<file path="src/rtl/operand_issue_stage.sv">
`default_nettype none
// ============================================================================
// Module      : operand_issue_stage
// Description : Selects and forwards ALU operands, detects load-use hazards
//               and holds one registered operand set behind a valid/ready pair.
// Revision    : 1.0 - initial release
// ============================================================================
module operand_issue_stage #(
    parameter int XLEN    = 64,
    parameter int NUM_FWD = 2,
    parameter int CNT_W   = 16
) (
    input  logic                   clk_in,
    input  logic                   reset_n_in,
    input  logic                   in_valid_in,
    output logic                   in_ready_out,
    input  logic [XLEN-1:0]        pc_in,
    input  logic [XLEN-1:0]        rs1_value_in,
    input  logic [XLEN-1:0]        rs2_value_in,
    input  logic [XLEN-1:0]        imm_value_in,
    input  logic [4:0]             rs1_idx_in,
    input  logic [4:0]             rs2_idx_in,
    input  logic [2:0]             alu_src_signal_in,
    input  logic [NUM_FWD-1:0]     fwd_valid_in,
    input  logic [NUM_FWD-1:0]     fwd_load_pending_in,
    input  logic [5*NUM_FWD-1:0]   fwd_rd_idx_in,
    input  logic [XLEN*NUM_FWD-1:0] fwd_data_in,
    input  logic                   flush_in,
    output logic                   out_valid_out,
    input  logic                   out_ready_in,
    output logic [XLEN-1:0]        alu_value1_out,
    output logic [XLEN-1:0]        alu_value2_out,
    output logic [XLEN-1:0]        alu_value3_out,
    output logic                   stall_out,
    output logic [CNT_W-1:0]       stall_count_out
);

    localparam logic [2:0]       c_ALU_SRC_R1_R2    = 3'd0;
    localparam logic [2:0]       c_ALU_SRC_R1_IMM   = 3'd1;
    localparam logic [2:0]       c_ALU_SRC_PC_IMM   = 3'd2;
    localparam logic [2:0]       c_ALU_SRC_PC_FOUR  = 3'd3;
    localparam logic [2:0]       c_ALU_SRC_ZERO_IMM = 3'd4;
    localparam logic [CNT_W-1:0] c_CNT_MAX          = '1;

    typedef enum logic [0:0] {
        S_EMPTY = 1'b0,
        S_FULL  = 1'b1
    } state_t;

    state_t r_state;
    state_t w_state_next;

    logic [NUM_FWD-1:0] w_rs1_match;
    logic [NUM_FWD-1:0] w_rs2_match;
    logic               w_rs1_pend;
    logic               w_rs2_pend;
    logic [XLEN-1:0]    w_rs1_fwd;
    logic [XLEN-1:0]    w_rs2_fwd;
    logic               w_use_rs1_op1;
    logic               w_use_rs2_op2;
    logic [XLEN-1:0]    w_op1;
    logic [XLEN-1:0]    w_op2;
    logic               w_capture;

    logic [XLEN-1:0]    r_value1;
    logic [XLEN-1:0]    r_value2;
    logic [XLEN-1:0]    r_value3;
    logic [CNT_W-1:0]   r_stall_count;

    generate
        for (genvar k = 0; k < NUM_FWD; k++) begin : g_match
            assign w_rs1_match[k] = fwd_valid_in[k] && (rs1_idx_in != 5'd0)
                                    && (fwd_rd_idx_in[k*5 +: 5] == rs1_idx_in);
            assign w_rs2_match[k] = fwd_valid_in[k] && (rs2_idx_in != 5'd0)
                                    && (fwd_rd_idx_in[k*5 +: 5] == rs2_idx_in);
        end
    endgenerate

    // Scan oldest to youngest so the youngest match is the last one written.
    always_comb begin
        w_rs1_fwd  = rs1_value_in;
        w_rs2_fwd  = rs2_value_in;
        w_rs1_pend = 1'b0;
        w_rs2_pend = 1'b0;
        for (int k = NUM_FWD - 1; k >= 0; k--) begin
            if (w_rs1_match[k]) begin
                w_rs1_fwd  = fwd_data_in[k*XLEN +: XLEN];
                w_rs1_pend = fwd_load_pending_in[k];
            end
            if (w_rs2_match[k]) begin
                w_rs2_fwd  = fwd_data_in[k*XLEN +: XLEN];
                w_rs2_pend = fwd_load_pending_in[k];
            end
        end
    end

    always_comb begin
        w_use_rs1_op1 = 1'b1;
        w_use_rs2_op2 = 1'b1;
        w_op1         = w_rs1_fwd;
        w_op2         = w_rs2_fwd;
        case (alu_src_signal_in)
            c_ALU_SRC_R1_IMM: begin
                w_use_rs2_op2 = 1'b0;
                w_op2         = imm_value_in;
            end
            c_ALU_SRC_PC_IMM: begin
                w_use_rs1_op1 = 1'b0;
                w_use_rs2_op2 = 1'b0;
                w_op1         = pc_in;
                w_op2         = imm_value_in;
            end
            c_ALU_SRC_PC_FOUR: begin
                w_use_rs1_op1 = 1'b0;
                w_use_rs2_op2 = 1'b0;
                w_op1         = pc_in;
                w_op2         = XLEN'(4);
            end
            c_ALU_SRC_ZERO_IMM: begin
                w_use_rs1_op1 = 1'b0;
                w_use_rs2_op2 = 1'b0;
                w_op1         = '0;
                w_op2         = imm_value_in;
            end
            c_ALU_SRC_R1_R2: begin
                w_use_rs1_op1 = 1'b1;
                w_use_rs2_op2 = 1'b1;
            end
            default: begin
                w_use_rs1_op1 = 1'b1;
                w_use_rs2_op2 = 1'b1;
            end
        endcase
    end

    // rs2 is always consumed as store data, so its hazard never depends on the select.
    assign stall_out     = in_valid_in && ((w_use_rs1_op1 && w_rs1_pend) || w_rs2_pend);
    assign out_valid_out = (r_state == S_FULL);
    assign in_ready_out  = !stall_out && (!out_valid_out || out_ready_in);
    assign w_capture     = in_valid_in && in_ready_out && !flush_in;

    always_comb begin
        w_state_next = r_state;
        if (flush_in) begin
            w_state_next = S_EMPTY;
        end else if (w_capture) begin
            w_state_next = S_FULL;
        end else if (out_valid_out && out_ready_in) begin
            w_state_next = S_EMPTY;
        end
    end

    always_ff @(posedge clk_in) begin
        if (!reset_n_in) begin
            r_state <= S_EMPTY;
        end else begin
            r_state <= w_state_next;
        end
    end

    always_ff @(posedge clk_in) begin
        if (!reset_n_in) begin
            r_value1 <= '0;
            r_value2 <= '0;
            r_value3 <= '0;
        end else if (w_capture) begin
            r_value1 <= w_op1;
            r_value2 <= w_op2;
            r_value3 <= w_rs2_fwd;
        end
    end

    always_ff @(posedge clk_in) begin
        if (!reset_n_in) begin
            r_stall_count <= '0;
        end else if (stall_out && (r_stall_count != c_CNT_MAX)) begin
            r_stall_count <= r_stall_count + 1'b1;
        end
    end

    assign alu_value1_out  = r_value1;
    assign alu_value2_out  = r_value2;
    assign alu_value3_out  = r_value3;
    assign stall_count_out = r_stall_count;

    // Usage flag for operand 2 documents intent; only operand 1 gates the hazard.
    logic w_unused_ok;
    assign w_unused_ok = w_use_rs2_op2;

endmodule
`default_nettype wire

</file>
<file path="config.mk">
export PLATFORM = sky130hd
export DESIGN_NAME = operand_issue_stage
export DESIGN_NICKNAME = d
export VERILOG_FILES = /design/src/rtl/operand_issue_stage.sv
export SDC_FILE = /design/constraint.sdc
export NUM_CORES = 1
export LEC_CHECK = 0
export ABC_AREA = 1
export CAP_MARGIN = 25
export CORE_AREA = 2 2 244 246
export DETAILED_ROUTE_END_ITERATION = 6
export DIE_AREA = 0 0 246 248
export GPL_TIMING_DRIVEN = 0
export PLACE_DENSITY = 0.52
export SLEW_MARGIN = 20
export SYNTH_ARGS = -nofsm -noshare
export SYNTH_HDL_FRONTEND = slang
export SYNTH_SLANG_ARGS = --single-unit
</file>
<file path="constraint.sdc">
create_clock -name clk_in -period 4.8 [get_ports clk_in]
set_input_delay 0.72 -clock clk_in [delete_from_list [all_inputs] [get_ports clk_in]]
set_output_delay 0.72 -clock clk_in [all_outputs]
set_load 0.01 [all_outputs]
</file>
==> results by group, run 1 <==
Floorplanning
  – Starting density of the core: 0.233
  – CORE AREA: 0.0585 sq mm
  – Die Wd: 246 microns
  – Die area: 0.0610 sq mm
  – Die H: 248 microns
  – # IOs: 627
  – Std-Cell Rows: 89

Worst setup path
  – Most frequent CP cell: nand2_1
  – Worst-path maximum fanout: 10
  – Critical path capture point type: output pin
  – Register-to-Register Path Depth: 10
  – Crit Path Class: in -> out
  – Worst r2r src: stall_count_out[0]
  – Startpoint Class: input port
  – CP Cell Sequence: clkdlybuf4s50_1 -> inv_2 -> a21oi_1 -> nand2_1 -> nor2_1 -> nand3_1 -> nand2_1 -> nand2_1 -> a21boi_4 -> buf_4 -> clkdlybuf4s50_1
  – Critical path buffers and inverters: 4
  – R2R Setup Slk: 2.33 ns
  – Worst Setup SP: rs1_idx_in[3]
  – WP data arrival: 3.47 ns
  – Critical Path Max Stage Delay: 0.56 ns
  – CP required: 4.08 ns
  – Family with the most delay on the worst path: buffers and inverters
  – R2r endpoint: stall_count_out[3]
  – Slowest stage cell on the critical path: clkdlybuf4s50_1

Job
  – Total of max-cap violations: 0

Placement
  – Setup slack at placement: 0.0947 ns
  – IO Port Bufs: 625
  – GP Congestion: 0.935
  – Inst Count DP: 3685
  – Post-DP HPWL: 66.0 mm

Routing
  – Top sig layer: met5
  – Metal-1 WL: 33.4 mm
  – 1st-pass router iterations: 5
  – DRC: 0
  – Vias/cell: 4.69
  – Via count: 17600
  – Final ANT Viol Nets: 0
  – Routed wire length: 82.1 mm
  – Wire per inst: 21.9 microns
  – Met3 wire length: 6.12 mm
  – WL met2: 39.7 mm
  – Detailed router's first-iteration violation count: 1180

STA
  – RSZ-0062 raised after global routing: false
  – Final min period: 4.19 ns
  – Final WS setup: 0.610 ns
  – Actual slew at the worst max-slew pin: 1.02 ns
  – Final setup fails: 0
  – Final TNS setup: 0 ns
  – Slew HR: 0.318
  – Skew final: 0.0116 ns
  – Hold Vio Cnt, Final: 0
  – Final period util: 0.873
  – Final Max Slew Viols: 0
  – FMAX: 239 MHz

Final layout
  – Final std cells w/o fill: 3753
  – Fin nets: 3363
  – Area Overhead vs Synth: 61.3%
  – Most frequent cells in the layout: 781 x nand2_1, 625 x clkdlybuf4s50_1, 413 x nor2_1
  – Layout cell share with drive strength beyond 1: 0.0439
  – Commonest non-fill, non-tap cell in the layout: nand2_1

Yosys
  – Syn_area_per_cell: 5.96 sq um
  – Synth Area in Compound Gates: 0.180
  – Post-synth cell types: 32
  – FF+latch count, synth: 209
  – Adder-Cell Fraction of Synth Area: 0.000920
  – Multiplexer share of the synthesized area: 0
  – Sequential share of the synthesized area: 0.308
  – Post-Synth Simple-Gate Area: 0.394
  – Post-Synth XOR/XNOR Area: 0.00902
  – Main combinational cell family by area after synthesis: simple AND/OR/NAND/NOR gates
  – Area leader, netlist: dfxtp_1
  – Yosys warnings: 0
  – Share of the synthesized area in the top cell type: 0.308
  – Post-Syn Instances: 2282
  – Syn nets: 2699
  – Area contributors post-synth: dfxtp_1 31%, nand2_1 22%, nor2_1 11%, nand3_1 5.4%, inv_1 4.7%
  – Mapped Area: 0.0136 sq mm

Clock network
  – Clk root buf: clkbuf_16
  – Hold_buf cts: 0
  – CTS tree: yes
  – Max Root-Sink Buffers: 3
  – Sink Count: 209
  – Worst skew pair latency: 0.58 ns
  – TritonCTS Buffers: 28
  – CTS clk-pin slew, worst paths: 0.05 ns
  – # H-tree levels: 1

Min path
  – Hold endpoint: alu_value1_out[12]
  – Min-delay src: alu_value1_out[12]
  – Hold Path Class: reg -> reg
  – Hold path cells: 2

GRT
  – Largest net degree at the start of global routing: 14
  – Vias in the first global route: 17100
  – GR Overflow Total: 0
  – Initial antenna violation count: 19
  – First-pass GRT wire length: 114 mm
  – Gr usage total: 0.256

Power
  – Pwr/cell area: 268 mW/mm^2
  – Worst vdd ir: 0.248 mV
  – Leak pwr: 9.58 nW

Outcome
  – Status: completed
-- worst reg2reg max path, delay by kind of cell (launching register included) --
kind	cells	cell delay (ns)
fa+ha+maj	1	0.23
simple gates	6	1.27
flops	1	0.43
buf+inv	2	0.32
compound gates	1	0.14
-- worst max path at each step --
stage              endpoint  slack (ns)  cells after the start
6_report          stall_out        0.61                     11
5_1_grt           stall_out        0.34                     10
4_1_cts           stall_out         0.1                     13
3_5_place_dp      stall_out        0.09                     13
3_3_place_gp      stall_out        0.09                     13
2_1_floorplan  in_ready_out        2.16                     12
-- cell families (layout without fill, tap and decap cells) --
family	count (synthesis)	count (layout)
simple gates	1361	1361
compound gates	353	353
buf+inv	344	1025
flops	209	209
xor+xnor	14	14
fa+ha+maj	1	1
other cells	0	17
-- power breakdown --
group          total, W  switching, W  internal (W)
logic           0.00168      0.000868      0.000815
registers       0.00193     0.0000671       0.00186
clock network   0.00227      0.000884       0.00139
-- state kept, by name, summed over array words and instances (netlist names) --
signal / cells
alu_value3_out: 64
alu_value2_out: 64
out_valid_out: 1
stall_count_out: 16
alu_value1_out: 64
-- cell usage after synthesis (all sizes together) --
| library cell | instances |
|---|---|
| a21oi | 19 |
| o21bai | 64 |
| o211ai | 73 |
| clkbuf | 79 |
| o21a | 64 |
| nor3b | 1 |
| dfxtp | 209 |
| a211oi | 1 |
| ha | 1 |
| nor3 | 8 |
| o21ai | 68 |
| xor2 | 10 |
| nand2 | 783 |
| nor2 | 416 |
| nand3 | 146 |
| a21boi | 1 |
| inv | 180 |
| buf | 83 |
| clkinv | 2 |
| a22oi | 63 |
| nor2b | 1 |
| nand3b | 1 |
| nand4 | 5 |
| xnor2 | 4 |
-- what timing repair did --
action,4_1_cts,5_1_grt
endpoints found under the setup margin,0,2
gates resized for setup,0,0
buffers inserted,0,3
-- final cells by class --
class | count | area (sq um)
inverters | 182 | 683
well taps | 773 | 967
clock inverters | 12 | 190
multi-input cells | 1729 | 7940
plain buffers | 162 | 796
flip-flops and latches | 209 | 4180
diodes | 17 | 42.5
repair buffers | 634 | 6350
fillers | 6384 | 36500
clock buffers | 35 | 768
-- through the flow --
stage	instance area [sq um]	util	power, W	hold slack [ns]
2_1_floorplan	13600	-	0.00267	0.499
3_3_place_gp	20800	0.356	0.00363	0.464
3_5_place_dp	20900	0.357	0.00364	0.470
4_1_cts	21800	0.374	0.00594	0.483
5_1_grt	21900	0.375	0.00615	0.496
6_report	21900	0.375	0.00588	0.479
-- per-layer routing --
layer,track usage,up-vias
met4,0.106,4
met3,0.0533,130
li1,-,8579
met2,0.438,735
met1,0.310,8146
met5,0,-
Power figures use the tool's default switching activity.
==> run 2, diff against run 1 <==
--- a/config.mk
+++ b/config.mk
@@ -11,6 +11,7 @@
 export DETAILED_ROUTE_END_ITERATION = 6
 export DIE_AREA = 0 0 246 248
 export GPL_TIMING_DRIVEN = 0
+export HOLD_SLACK_MARGIN = 0.03
 export PLACE_DENSITY = 0.52
 export SLEW_MARGIN = 20
 export SYNTH_ARGS = -nofsm -noshare
==> results of run 2 <==
The final DEF is identical to that of run 1; final timing and power are the same.
==> run 3, diff against run 2 <==
--- a/config.mk
+++ b/config.mk
@@ -10,9 +10,10 @@
 export CORE_AREA = 2 2 244 246
 export DETAILED_ROUTE_END_ITERATION = 6
 export DIE_AREA = 0 0 246 248
+export DONT_BUFFER_PORTS = 1
 export GPL_TIMING_DRIVEN = 0
 export HOLD_SLACK_MARGIN = 0.03
-export PLACE_DENSITY = 0.52
+export PLACE_DENSITY = 0.38
 export SLEW_MARGIN = 20
 export SYNTH_ARGS = -nofsm -noshare
 export SYNTH_HDL_FRONTEND = slang
==> run 3 against run 2 <==
Compared with the run above: maximum frequency increased by 17%; sequential power rose by 6%; via count decreased by 14%; flip-flop and latch count unchanged; worst setup slack improved by 0.62 ns; final cell count fell by 17%; combinational power fell by 45%; hold slack worse by 0.089 ns; critical path type unchanged; largest cell class unchanged; largest power group unchanged.
==> results by group, run 3 (synthesized netlist as in run 1, its figures left out) <==
Routing
  – Routed wire length: 78.4 mm
  – Detailed router's first-iteration violation count: 854
  – Final ANT Viol Nets: 0
  – DRC: 0
  – Vias/cell: 4.86
  – Wire per inst: 25.2 microns
  – Via count: 15100
  – 1st-pass router iterations: 5

Power
  – Pwr/cell area: 336 mW/mm^2
  – Worst vdd ir: 0.279 mV
  – Leak pwr: 7.20 nW

GRT
  – GR Util met3: 0.0804
  – First-pass GRT wire length: 108 mm
  – GR peak layer: met2
  – Met1 usage: 0.279
  – Vias in the first global route: 14800
  – GR Overflow Total: 0
  – Largest net degree at the start of global routing: 15
  – Global-route track usage on met2: 0.440
  – Gr usage total: 0.244
  – Initial antenna violation count: 8

Floorplanning
  – Die Wd: 246 microns
  – Starting density of the core: 0.233
  – # IOs: 627
  – Die area: 0.0610 sq mm
  – CORE AREA: 0.0585 sq mm
  – Die H: 248 microns
  – Std-Cell Rows: 89

Final layout
  – Commonest non-fill, non-tap cell in the layout: nand2_1
  – Final Core Density: 0.267
  – Fin nets: 2733
  – Area of the multi-input gates: 0.00794 sq mm
  – Register area: 0.00418 sq mm
  – Most frequent cells in the layout: 781 x nand2_1, 413 x nor2_1, 209 x dfxtp_1
  – Area Overhead vs Synth: 14.8%
  – Layout cell share with drive strength beyond 1: 0.0569
  – Final std cells w/o fill: 3116
  – Filler instances: 6807

STA
  – WHS: 0.390 ns
  – Final min period: 3.57 ns
  – Final TNS setup: 0 ns
  – FMAX: 280 MHz
  – Final Max Slew Viols: 0
  – Hold Vio Cnt, Final: 0
  – Final setup fails: 0
  – Slew HR: 0.323
  – Final period util: 0.743
  – RSZ-0062 raised after global routing: false
  – Final WS setup: 1.23 ns
  – Skew final: 0.00794 ns
  – Actual slew at the worst max-slew pin: 1.02 ns

Worst setup path
  – Critical path capture point type: output pin
  – Startpoint Class: input port
  – WP data arrival: 2.85 ns
  – Worst-path maximum fanout: 10
  – CP required: 4.08 ns
  – Crit Path Class: in -> out
  – Worst r2r src: stall_count_out[1]
  – Worst Setup SP: rs1_idx_in[4]

Placement
  – Setup slack at placement: 1.10 ns
  – Post-DP HPWL: 62.4 mm
  – GP Congestion: 0.922
  – IO Port Bufs: 0
  – Inst Count DP: 3058

Clock network
  – Worst skew pair latency: 0.58 ns
  – TritonCTS Buffers: 29
  – CTS tree: yes
  – Setup bufs post-CTS: 0
  – CTS clk-pin slew, worst paths: 0.06 ns
  – Hold_buf cts: 0
  – Resize count post-CTS: 0
  – Max Root-Sink Buffers: 3
  – # H-tree levels: 1
  – Sink Count: 209
  – Clk root buf: clkbuf_16

Job
  – Total of max-cap violations: 0

Min path
  – Min-delay src: fwd_data_in[10]
  – Hold Path Class: in -> reg

Outcome
  – Status: completed
==> run 3: changes by cell type in the layout (fill, tap and decap cells not counted), moves of 3 or more <==
cell and delta:
buf_4 -3, buf_6 -3, bufinv_16 -3, clkbuf_8 +7, clkdlybuf4s50_1 -625, diode_2 -13
==> run 3: stage by stage <==
step	power [W]	cell area, sq um
after floorplan	0.00267	13600
after global placement	0.00301	14600
after detailed placement	0.00302	14600
after CTS	0.00532	15600
after global routing	0.00551	15600
final	0.00524	15600
==> run 3: critical path, cell delays in order <==
cell	delay, ns
inv_1	0.08
nor2_1	0.05
nor2_1	0.10
nand2_1	0.09
nor2_4	0.46
nand3_1	0.40
nand2_1	0.17
nand2_2	0.10
a21boi_4	0.27
buf_4	0.28
a21oi_1	0.12
==> run 3: final timing paths <==
check,endpoint,slack [ns],cells past startpoint
setup / recovery,in_ready_out,1.23,11
setup reg to reg,stall_count_out[11],2.20,10
hold reg to reg,alu_value1_out[39],0.53,2
hold / removal,alu_value3_out[10],0.39,3
==> run 3: layer usage <==
layer	share of wire	wire (microns)
met1	0.39	30600
met2	0.49	38700
met3	0.095	7460
met4	0.020	1600
met5	0.00054	42
==> run 3: cell type report <==
type | count | share of cell area
Buffer | 162 | 0.0511
Inverter | 182 | 0.0438
Multi-Input combinational cell | 1729 | 0.509
Timing Repair Buffer | 3 | 0.00265
Clock inverter | 13 | 0.00810
Antenna cell | 4 | 0.000641
Clock buffer | 41 | 0.0552
Tap cell | 773 | 0.0620
Sequential cell | 209 | 0.268
==> run 3: power by group <==
part	internal, W	leakage [nW]	switching [W]	total [W]
clock network	0.00135	0.486	0.000916	0.00226
logic	0.000327	4.99	0.000603	0.000930
registers	0.00186	1.72	0.000184	0.00204
